===== src/rtl/fm_phase_accumulator_if.sv =====
// ---------------------------------------------------------------------------
// fm_phase_accumulator_if
//
// Minimal AXI-Stream bundle used on both sides of the FM phase accumulator.
// The same interface type carries the 32-bit increment stream in and the
// 16-bit phase stream out; DATA_WIDTH is set per instance.
//
// Signals:
//   tvalid  producer -> consumer   beat valid
//   tready  consumer -> producer   consumer can take the beat
//   tdata   producer -> consumer   payload, DATA_WIDTH bits
//   tuser   producer -> consumer   sideband flag (phase wrap on the output)
//
// Modports:
//   master  drives tvalid/tdata/tuser, samples tready
//   slave   samples tvalid/tdata/tuser, drives tready
// ---------------------------------------------------------------------------
interface fm_phase_accumulator_if #(
    parameter int DATA_WIDTH = 16
) ();

    logic                  tvalid;
    logic                  tready;
    logic [DATA_WIDTH-1:0] tdata;
    logic                  tuser;

    modport master (
        output tvalid,
        output tdata,
        output tuser,
        input  tready
    );

    modport slave (
        input  tvalid,
        input  tdata,
        input  tuser,
        output tready
    );

endinterface : fm_phase_accumulator_if


===== src/rtl/fm_phase_accumulator.sv =====
// ---------------------------------------------------------------------------
// fm_phase_accumulator
//
// Phase accumulator feeding the sine LUT / DDS. Each accepted increment is
// added modulo 2^ACC_WIDTH to the running accumulator, a static phase offset
// is added to the new accumulator value, and the top M_AXIS_TDATA_WIDTH bits
// of that sum leave on the output stream. tuser on the output marks the beat
// on which the accumulator itself carried out (the offset addition never
// sets it).
//
// A two-entry output buffer (output register + skid register) lets
// S_AXIS_tready be a pure register while still sustaining one beat per cycle
// when the downstream is always ready.
//
// Ports:
//   aclk          in   system clock, rising edge
//   reset         in   synchronous, active-high reset
//   phase_offset  in   ACC_WIDTH offset, sampled on each accepted beat
//   acc_clear     in   restart accumulation from zero on next accepted beat
//   s_axis        slave  increment stream (tdata = unsigned increment,
//                        tuser ignored)
//   m_axis        master phase stream (tdata = truncated phase,
//                        tuser = accumulator wrap flag)
// ---------------------------------------------------------------------------
module fm_phase_accumulator #(
    parameter int S_AXIS_TDATA_WIDTH = 32,
    parameter int ACC_WIDTH          = 32,
    parameter int M_AXIS_TDATA_WIDTH = 16
) (
    input  logic                   aclk,
    input  logic                   reset,
    input  logic [ACC_WIDTH-1:0]   phase_offset,
    input  logic                   acc_clear,
    fm_phase_accumulator_if.slave  s_axis,
    fm_phase_accumulator_if.master m_axis
);

    // Occupancy of the output buffer.
    typedef enum logic [1:0] {
        ST_EMPTY = 2'd0,   // output register invalid
        ST_ONE   = 2'd1,   // output register valid, skid empty
        ST_FULL  = 2'd2    // output and skid registers both valid
    } buf_state_t;

    // -----------------------------------------------------------------------
    // Registers
    // -----------------------------------------------------------------------
    buf_state_t                    r_state;
    logic                          r_s_tready;
    logic [ACC_WIDTH-1:0]          r_acc;
    logic                          r_clear_pending;
    logic [M_AXIS_TDATA_WIDTH-1:0] r_out_data;
    logic                          r_out_user;
    logic [M_AXIS_TDATA_WIDTH-1:0] r_skid_data;
    logic                          r_skid_user;

    // -----------------------------------------------------------------------
    // Datapath
    // -----------------------------------------------------------------------
    logic                          w_accept;
    logic                          w_clear_now;
    logic [ACC_WIDTH-1:0]          w_base;
    logic [ACC_WIDTH:0]            w_sum;
    logic [ACC_WIDTH-1:0]          w_acc_next;
    logic                          w_carry;
    logic [ACC_WIDTH-1:0]          w_phase;
    logic [M_AXIS_TDATA_WIDTH-1:0] w_result_data;
    logic                          w_unused;

    assign w_accept = s_axis.tvalid & r_s_tready;

    // A clear raised in the same cycle as the accept applies to that beat,
    // so the pending flag and the live input are merged here.
    assign w_clear_now = r_clear_pending | acc_clear;
    assign w_base      = w_clear_now ? '0 : r_acc;

    // One extra bit on the sum captures the wrap carry; the increment is
    // zero-extended to the accumulator width.
    assign w_sum      = {1'b0, w_base} + (ACC_WIDTH + 1)'(s_axis.tdata);
    assign w_acc_next = w_sum[ACC_WIDTH-1:0];
    assign w_carry    = w_sum[ACC_WIDTH];

    // Offset is applied after accumulation and wraps silently; it never
    // feeds back into the accumulator or the carry flag.
    assign w_phase       = w_acc_next + phase_offset;
    assign w_result_data = w_phase[ACC_WIDTH-1 -: M_AXIS_TDATA_WIDTH];

    // Truncated phase LSBs and the input sideband are intentionally dropped.
    assign w_unused = s_axis.tuser ^ (^w_phase);

    // -----------------------------------------------------------------------
    // Buffer control: next state and register load enables
    // -----------------------------------------------------------------------
    buf_state_t                    w_state_next;
    logic                          w_load_out;
    logic                          w_out_from_skid;
    logic                          w_load_skid;
    logic [M_AXIS_TDATA_WIDTH-1:0] w_out_data_next;
    logic                          w_out_user_next;

    always_comb begin
        // NOTE: every output of this block gets a default before the case so
        // that no path leaves a signal unassigned, which would infer a latch.
        w_state_next    = r_state;
        w_load_out      = 1'b0;
        w_out_from_skid = 1'b0;
        w_load_skid     = 1'b0;

        case (r_state)
            ST_EMPTY: begin
                if (w_accept) begin
                    w_state_next = ST_ONE;
                    w_load_out   = 1'b1;
                end
            end

            ST_ONE: begin
                if (w_accept) begin
                    if (m_axis.tready) begin
                        // Current output leaves, new result takes its place.
                        w_load_out = 1'b1;
                    end else begin
                        // Output is stalled: park the new result in the skid.
                        w_load_skid  = 1'b1;
                        w_state_next = ST_FULL;
                    end
                end else if (m_axis.tready) begin
                    w_state_next = ST_EMPTY;
                end
            end

            ST_FULL: begin
                // S_AXIS_tready is low here, so no accept can coincide.
                if (m_axis.tready) begin
                    w_load_out      = 1'b1;
                    w_out_from_skid = 1'b1;
                    w_state_next    = ST_ONE;
                end
            end

            default: begin
                w_state_next = ST_EMPTY;
            end
        endcase
    end

    assign w_out_data_next = w_out_from_skid ? r_skid_data : w_result_data;
    assign w_out_user_next = w_out_from_skid ? r_skid_user : w_carry;

    // -----------------------------------------------------------------------
    // Sequential state
    // -----------------------------------------------------------------------
    always_ff @(posedge aclk) begin
        // NOTE: non-blocking assignments throughout, so every register here
        // samples the pre-edge value of every other register.
        if (reset) begin
            r_state         <= ST_EMPTY;
            r_s_tready      <= 1'b0;
            r_acc           <= '0;
            r_clear_pending <= 1'b0;
            r_out_data      <= '0;
            r_out_user      <= 1'b0;
            // NOTE: the skid payload is only read while the state says it is
            // valid, but it is cleared anyway so no stale beat survives reset.
            r_skid_data     <= '0;
            r_skid_user     <= 1'b0;
        end else begin
            r_state    <= w_state_next;
            // Registered ready: look ahead at the buffer state after this edge.
            r_s_tready <= (w_state_next != ST_FULL);

            if (w_accept) begin
                r_acc           <= w_acc_next;
                r_clear_pending <= 1'b0;
            end else if (acc_clear) begin
                r_clear_pending <= 1'b1;
            end

            if (w_load_out) begin
                r_out_data <= w_out_data_next;
                r_out_user <= w_out_user_next;
            end

            if (w_load_skid) begin
                r_skid_data <= w_result_data;
                r_skid_user <= w_carry;
            end
        end
    end

    // -----------------------------------------------------------------------
    // Outputs
    // -----------------------------------------------------------------------
    assign s_axis.tready = r_s_tready;
    assign m_axis.tvalid = (r_state != ST_EMPTY);
    assign m_axis.tdata  = r_out_data;
    assign m_axis.tuser  = r_out_user;

endmodule : fm_phase_accumulator


===== src/flat_wrapper.sv =====
// flat-port wrapper written by rule: the top's interface ports become plain ports
module fm_phase_accumulator_flat 
#(
    parameter int S_AXIS_TDATA_WIDTH = 32,
    parameter int ACC_WIDTH          = 32,
    parameter int M_AXIS_TDATA_WIDTH = 16
)
  (aclk, reset, phase_offset, acc_clear, s_axis_tvalid, s_axis_tdata, s_axis_tuser, s_axis_tready, m_axis_tvalid, m_axis_tdata, m_axis_tuser, m_axis_tready);
  fm_phase_accumulator_if #(.DATA_WIDTH(32)) s_axis_i ();
  fm_phase_accumulator_if #(.DATA_WIDTH(16)) m_axis_i ();
  input  logic aclk;
  input  logic reset;
  input  logic [ACC_WIDTH-1:0] phase_offset;
  input  logic acc_clear;
  input wire logic [$bits(s_axis_i.tvalid)-1:0] s_axis_tvalid;
  input wire logic [$bits(s_axis_i.tdata)-1:0] s_axis_tdata;
  input wire logic [$bits(s_axis_i.tuser)-1:0] s_axis_tuser;
  output wire logic [$bits(s_axis_i.tready)-1:0] s_axis_tready;
  output wire logic [$bits(m_axis_i.tvalid)-1:0] m_axis_tvalid;
  output wire logic [$bits(m_axis_i.tdata)-1:0] m_axis_tdata;
  output wire logic [$bits(m_axis_i.tuser)-1:0] m_axis_tuser;
  input wire logic [$bits(m_axis_i.tready)-1:0] m_axis_tready;
  assign s_axis_i.tvalid = s_axis_tvalid;
  assign s_axis_i.tdata = s_axis_tdata;
  assign s_axis_i.tuser = s_axis_tuser;
  assign s_axis_tready = s_axis_i.tready;
  assign m_axis_tvalid = m_axis_i.tvalid;
  assign m_axis_tdata = m_axis_i.tdata;
  assign m_axis_tuser = m_axis_i.tuser;
  assign m_axis_i.tready = m_axis_tready;
  fm_phase_accumulator #(.S_AXIS_TDATA_WIDTH(S_AXIS_TDATA_WIDTH), .ACC_WIDTH(ACC_WIDTH), .M_AXIS_TDATA_WIDTH(M_AXIS_TDATA_WIDTH)) u_core (.aclk(aclk), .reset(reset), .phase_offset(phase_offset), .acc_clear(acc_clear), .s_axis(s_axis_i), .m_axis(m_axis_i));
endmodule

===== config.mk =====
export PLATFORM = sky130hd
export DESIGN_NAME = fm_phase_accumulator_flat
export DESIGN_NICKNAME = d
export VERILOG_FILES = /design/src/rtl/fm_phase_accumulator_if.sv /design/src/rtl/fm_phase_accumulator.sv /design/src/flat_wrapper.sv
export SDC_FILE = /design/constraint.sdc
export NUM_CORES = 1
export LEC_CHECK = 0
export CAP_MARGIN = 20
export CORE_ASPECT_RATIO = 1.1
export CORE_MARGIN = 2
export CORE_UTILIZATION = 50
export DETAILED_ROUTE_END_ITERATION = 7
export PLACE_DENSITY = 0.79
export SYNTH_ARGS = -nofsm -noshare
export SYNTH_HDL_FRONTEND = slang
export SYNTH_SLANG_ARGS = --single-unit

===== constraint.sdc =====
create_clock -name aclk -period 4.89 [get_ports aclk]
set_clock_uncertainty 0.2 [all_clocks]
set_input_delay 0.489 -clock aclk [delete_from_list [all_inputs] [get_ports aclk]]
set_output_delay 0.489 -clock aclk [all_outputs]
set_load 0.03 [all_outputs]

==> results of run 1 <==
registers in the layout (all words and copies together), names as in the netlist:
name,count
u_core.r_acc,32
u_core.m_axis.tdata,16
u_core.r_skid_data,16
u_core.r_state,2
u_core.m_axis.tuser,1
u_core.r_clear_pending,1
u_core.r_skid_user,1
u_core.s_axis.tready,1
routing by layer:
metal  vias up  routed length (um)  GRT usage (%)
met3        54                1210           5.08
li1       3136                   -              -
met1      3135                8220           36.0
met2       286                9970           57.8
met4         0                 651           15.1
met5         -                   0              0
final cells by class:
class / instances / area [um2]
Tap cell: 147 / 184
Clock inverter: 4 / 76.3
Inverter: 19 / 71.3
Clock buffer: 12 / 267
Fill cell: 774 / 2580
Sequential cell: 70 / 1400
Multi-Input combinational cell: 619 / 4450
Timing Repair Buffer: 235 / 1980
critical path, delay by kind of cell:
kind	cells	cell delay, ns
buffers and inverters	5	0.80
adder cells (fa/ha/maj)	3	0.86
AND/OR/NAND/NOR	6	0.79
AO/OA/AOI/OAI	10	1.95
path summary, 6_finish.rpt:
kind,depth (start not counted),from,endpoint
setup / recovery,24,acc_clear,u_core.r_skid_data[12]
hold / removal,2,u_core.r_acc[8],u_core.r_acc[8]
setup reg to reg,23,u_core.r_clear_pending,u_core.r_skid_data[12]
hold reg to reg,2,u_core.r_acc[8],u_core.r_acc[8]
layout by cell type (no fill, tap or decap), drive strengths merged, types with 3 or more instances in the layout:
cell type	count
clkbuf	12
o31ai	4
or4	4
nand2b	5
nor2	42
o2111ai	8
and3	6
nand3	21
o21ai	27
a21oi	89
a22oi	18
nand3b	10
o21bai	7
nor3	17
and2	35
or3	3
clkdlybuf4s50	85
dfxtp	70
a21boi	5
o22ai	9
inv	20
a211oi	5
xor2	15
a211o	5
nor2b	3
a21o	24
a31oi	8
o21a	13
buf	149
nand4	7
nor4	4
nand2	110
xnor2	21
ha	63
cell families after synthesis:
group / share of synthesized area (%)
compound gates: 27.7
mux: 0.175
flops: 24.5
buf+inv: 4.34
fa+ha+maj: 14.1
simple gates: 23.2
xor+xnor: 5.91
what timing repair did:
item                       in CTS  in global routing
buffers inserted                8                  8
pin swaps                      26                 34
resized for setup              41                 42
setup endpoints to repair      26                 26
metrics by stage:
stage | utilization [%] | std cells
final | 76.5 | 1106
after global routing | 76.5 | 1106
after CTS | 74.2 | 1098
after detailed placement | 68.8 | 1074
after global placement | 68.8 | 1074
after floorplan | - | 740
power by group through the flow:
stage | clock (mW) | combinational, mW | sequential, mW
3_5_place_dp | 0 | 0.732 | 0.633
3_3_place_gp | 0 | 0.712 | 0.633
4_1_cts | 0.757 | 0.777 | 0.622
2_1_floorplan | 0 | 0.382 | 0.656
5_1_grt | 0.773 | 0.912 | 0.626
6_report | 0.753 | 0.850 | 0.623
==> run_results.csv, run 1 <==
group,metric,value,unit
outcome,status,"complete, no violations",
synth,avgSynthCellArea,7.72,um2
timing,slew_headroom,47.2,%
global_route,antenna_found_initial,0,
synth,synth-edff-count,0,
timing,grt_setup_unrepaired,"yes",
synth,synth_area_leaders,"dfxtp_1 25%, ha_1 14%, a21oi_1 7.8%, nand2_1 7.2%, and2_1 3.8%",
synth,syn_inst,740,
worst_setup_path,arrival,4.90,ns
power_and_ir_drop,peakVddDrop,0.000221,V
cts,clock-root-buffer,"clkbuf_16",
detailed_routing,viasPerCell,5.98,
cts,clock_path_buffers,2,
cts,hold_buffers,0,
cts,clkLatencyLatePin,0.34,ns
place,dp_hpwl,14100,um
timing,hold_viol,0,
cts,cts_sinks,70,
worst_setup_path,required,4.95,ns
timing,layout_setup_ws,0.0554,ns
timing,max_freq,207,MHz
power_and_ir_drop,comb_power_share,38.2,%
synth,yosysSeqAreaShare,24.5,%
die,die_area,12300,um2
power_and_ir_drop,power.switching,722,uW
final_layout,num_antenna_cells,0,
synth,async_flop_share,0,%
detailed_routing,vias,6611,
place,io_buffers,87,
place,post_dp_cell_area,7580,um2
worst_setup_path,cp_cell_sequence,"dlygate4sd2_1 > nor2_2 > and2_1 > ha_2 > inv_2 > fa_2 > nor2b_2 > o31a_1 > o2111ai_2 > a211oi_2 > buf_4 > o211ai_1 > buf_4 > a211o_1 > a21oi_2 > ha_1 > nand2_1 > o21ai_0 > a31oi_1 > nand2_2 > a31oi_4 > buf_4 > nand4_1 > o211ai_1",
power_and_ir_drop,clkPwrFrac,33.8,%
worst_setup_path,crit_path_start_kind,"input port",
die,die_h,116,um
synth,yosysMostFrequentCell,"nand2_1",
final_layout,finalNetCount,1088,
global_route,grt_max_degree,71,
cts,clk_pin_slew,0.06,ns
power_and_ir_drop,design_power_total,2.23,mW
cts,ctsHtreeMaxLevel,3,
die,ios,89,
worst_setup_path,endpoint_kind,"flip-flop",
worst_setup_path,path_class,"in2reg",
worst_setup_path,cpMostUsedCell,"buf_4",
final_layout,drive_above_1_share,25.5,%
timing,min_period_over_period,98.9,%
power_and_ir_drop,netSwitchingFraction,32.4,%
cts,cts_tree,"built",
synth,synth_seq_cells,70,
synth,synthesis.nets,874,
global_route,track_usage,31.5,%
worst_setup_path,timing.critical_path.slowest_stage_cell,"fa_2",
synth,synth_top_area_cell,"dfxtp_1",
synth,synth_flop_cell,"dfxtp_1",
timing,whs,0.253,ns
power_and_ir_drop,p_leak,3.70,nW
power_and_ir_drop,power.internal,1.50,mW
synth,synthDistinctLibCells,68,
die,start_util,51.9,%
detailed_routing,ant_nets,0,
worst_setup_path,path_max_fanout,5,
cts,cts_made_buffers,9,
detailed_routing,firstDrtPassIters,7,
place,place_ws,-0.587,ns
worst_setup_path,r2r_setup_slack,0.12,ns
timing,period_needed,4.83,ns
timing,setup_viol,0,
worst_setup_path,slowest_delay,0.34,ns
worst_hold_path,hold_path.class,"reg2reg",
synth,ys_top_cells_by_count,"110 x nand2_1, 89 x a21oi_1, 70 x dfxtp_1",
global_route,grt_pass1_vias,6625,
place,place_congestion,0.991,
synth,yosysWarningCount,0,
detailed_routing,wirelength,20100,um
power_and_ir_drop,powerDensity,264,nW/um2
global_route,grt.overflow.total,0,
final_layout,areaGrowthSynthToFinish,47.5,%
timing,slew_violations,0,
global_route,grt_pass1_wl,31200,um
synth,synth_top_area_share,24.5,%
timing,worstMarginPinSlew,0.792,ns
final_layout,final_cell_area,8430,um2
die,core,11000,um2
detailed_routing,wl_per_cell,18.1,um
synth,syn_area,5710,um2
job,max-cap-violations,0,
detailed_routing,drcViolationCount,0,
timing,setup-tns-final,0,ns
power_and_ir_drop,p_seq_share,28.0,%
die,fp.dieW,106,um
detailed_routing,drt-initial-drc-count,359,
die,rows,40,
Power figures use the tool's default switching activity.
==> run 2, diff against run 1 <==
--- a/config.mk
+++ b/config.mk
@@ -10,6 +10,7 @@
 export CORE_MARGIN = 2
 export CORE_UTILIZATION = 50
 export DETAILED_ROUTE_END_ITERATION = 7
+export GPL_ROUTABILITY_DRIVEN = 1
 export PLACE_DENSITY = 0.79
 export SYNTH_ARGS = -nofsm -noshare
 export SYNTH_HDL_FRONTEND = slang
==> results of run 2 <==
Final layout, timing and power as in run 1 (identical DEF).
==> run 3, diff against run 2 <==
--- a/config.mk
+++ b/config.mk
@@ -7,7 +7,6 @@
 export LEC_CHECK = 0
 export CAP_MARGIN = 20
 export CORE_ASPECT_RATIO = 1.1
-export CORE_MARGIN = 2
 export CORE_UTILIZATION = 50
 export DETAILED_ROUTE_END_ITERATION = 7
 export GPL_ROUTABILITY_DRIVEN = 1
==> run_results.csv, run 3 (synthesis results as in run 1) <==
group,metric,value,unit
worst_setup_path,slowest_delay,0.34,ns
power_and_ir_drop,peakVddDrop,0.000201,V
detailed_routing,ant_nets,0,
timing,min_period_over_period,100,%
cts,ctsHtreeMaxLevel,3,
cts,hold_buffers,0,
worst_setup_path,crit_path_start_kind,"input port",
worst_setup_path,cp_num_buf_inv,4,
global_route,track_usage,31.7,%
detailed_routing,wl_per_cell,17.4,um
final_layout,final_cell_mix,"151 x buf_4, 109 x nand2_1, 85 x clkdlybuf4s50_1",
global_route,antenna_found_initial,0,
global_route,grt_max_degree,71,
die,ios,89,
worst_hold_path,hold_path.class,"reg2reg",
global_route,grt_pass1_wl,30100,um
detailed_routing,drt-initial-drc-count,439,
outcome,status,"finished, violations left",
final_layout,drive_above_1_share,25.8,%
detailed_routing,vias,6537,
timing,layout_setup_ws,-0.00780,ns
timing,slew_violations,0,
die,rows,40,
die,fp.dieW,104,um
place,post_dp_cell_area,7600,um2
global_route,top_usage_layer,"met2",
cts,cts_sinks,70,
global_route,gr-usage-met3,6.15,%
place,dp_hpwl,13500,um
job,max-cap-violations,0,
cts,cts_tree,"built",
cts,clkLatencyLatePin,0.34,ns
global_route,grt_pass1_vias,6483,
die,start_util,51.9,%
final_layout,num_antenna_cells,0,
die,die_area,11900,um2
worst_setup_path,path_class,"in2reg",
detailed_routing,drcViolationCount,0,
timing,max_freq,204,MHz
die,die_h,114,um
place,place_congestion,0.982,
die,core,11000,um2
worst_setup_path,timing.critical_path.slowest_stage_cell,"fa_2",
cts,clock-root-buffer,"clkbuf_16",
timing,setup_viol,1,
timing,slew_headroom,33.6,%
global_route,grt_use_met1,36.8,%
worst_setup_path,arrival,4.90,ns
final_layout,final_common_cell,"buf_4",
final_layout,top_register,"u_core.r_acc",
final_layout,areaGrowthSynthToFinish,47.1,%
worst_setup_path,required,4.89,ns
detailed_routing,wirelength,19300,um
outcome,violations,"negative setup slack",
detailed_routing,viasPerCell,5.88,
final_layout,final_cell_area,8400,um2
cts,clock_path_buffers,2,
timing,worstMarginPinSlew,0.993,ns
final_layout,largest_reg_flops,32,
timing,hold_viol,0,
power_and_ir_drop,design_power_total,2.10,mW
cts,clk_pin_slew,0.06,ns
timing,grt_setup_unrepaired,"yes",
worst_setup_path,endpoint_kind,"flip-flop",
cts,cts_made_buffers,9,
place,io_buffers,87,
power_and_ir_drop,powerDensity,250,nW/um2
worst_setup_path,path_max_fanout,4,
power_and_ir_drop,p_leak,3.71,nW
timing,period_needed,4.90,ns
global_route,grt_util_met2,56.5,%
global_route,grt.overflow.total,0,
worst_setup_path,crit_family,"compound AO/OA/AOI/OAI gates",
detailed_routing,firstDrtPassIters,7,
final_layout,finalNetCount,1094,
-- run 3: cell type report --
class	instances	area, um2
multi-input combinational	619	4430
clock inverter	6	46.3
inverter	19	71.3
sequential	70	1400
timing repair buffer	241	2030
clock buffer	10	239
fill	764	2610
tap	147	184
-- run 3: final timing paths --
path | start | slack, ns | to | cells past startpoint
setup / recovery | acc_clear | -0.008 | u_core.m_axis.tdata[15] | 25
hold / removal | u_core.r_acc[10] | 0.25 | u_core.r_acc[10] | 2
setup reg to reg | u_core.r_clear_pending | 0.04 | u_core.m_axis.tdata[15] | 24
hold reg to reg | u_core.r_acc[10] | 0.25 | u_core.r_acc[10] | 2
-- run 3: power breakdown --
group          internal [mW]  switching, mW  leakage [nW]
Combinational          0.413          0.425          3.01
Clock                  0.360          0.277         0.135
Sequential             0.604         0.0189         0.571
Total                   1.38          0.721          3.71
-- run 3: worst min-delay path: stages (launching register included) --
cell and delay [ns]:
dfxtp_1 0.30, nand2_1 0.05, a21oi_1 0.05
-- run 3: what timing repair did --
action / CTS / global route
pin swaps: 34 / 43
setup endpoints to repair: 26 / 26
gates resized for setup: 38 / 41
setup buffers: 13 / 8
-- run 3: layer usage --
layer	vias to the layer above	wire length, um
met5	-	0
met4	0	602
met3	62	1180
met2	280	9440
met1	3055	8100
li1	3140	-
-- run 3: through the flow --
step / setup TNS (ns) / hold WS [ns] / worst slack (ns) / util [%] / cells
global placement: -9.69 / 0.237 / -0.491 / 69.0 / 1077
global route: -1.51 / 0.265 / -0.237 / 76.3 / 1112
detailed placement: -12.29 / 0.244 / -0.579 / 69.0 / 1077
finish: -0.00780 / 0.251 / -0.00780 / 76.3 / 1112
CTS: 0 / 0.251 / 0.0879 / 73.9 / 1105
floorplan: 0 / 0.232 / 0.266 / - / 740
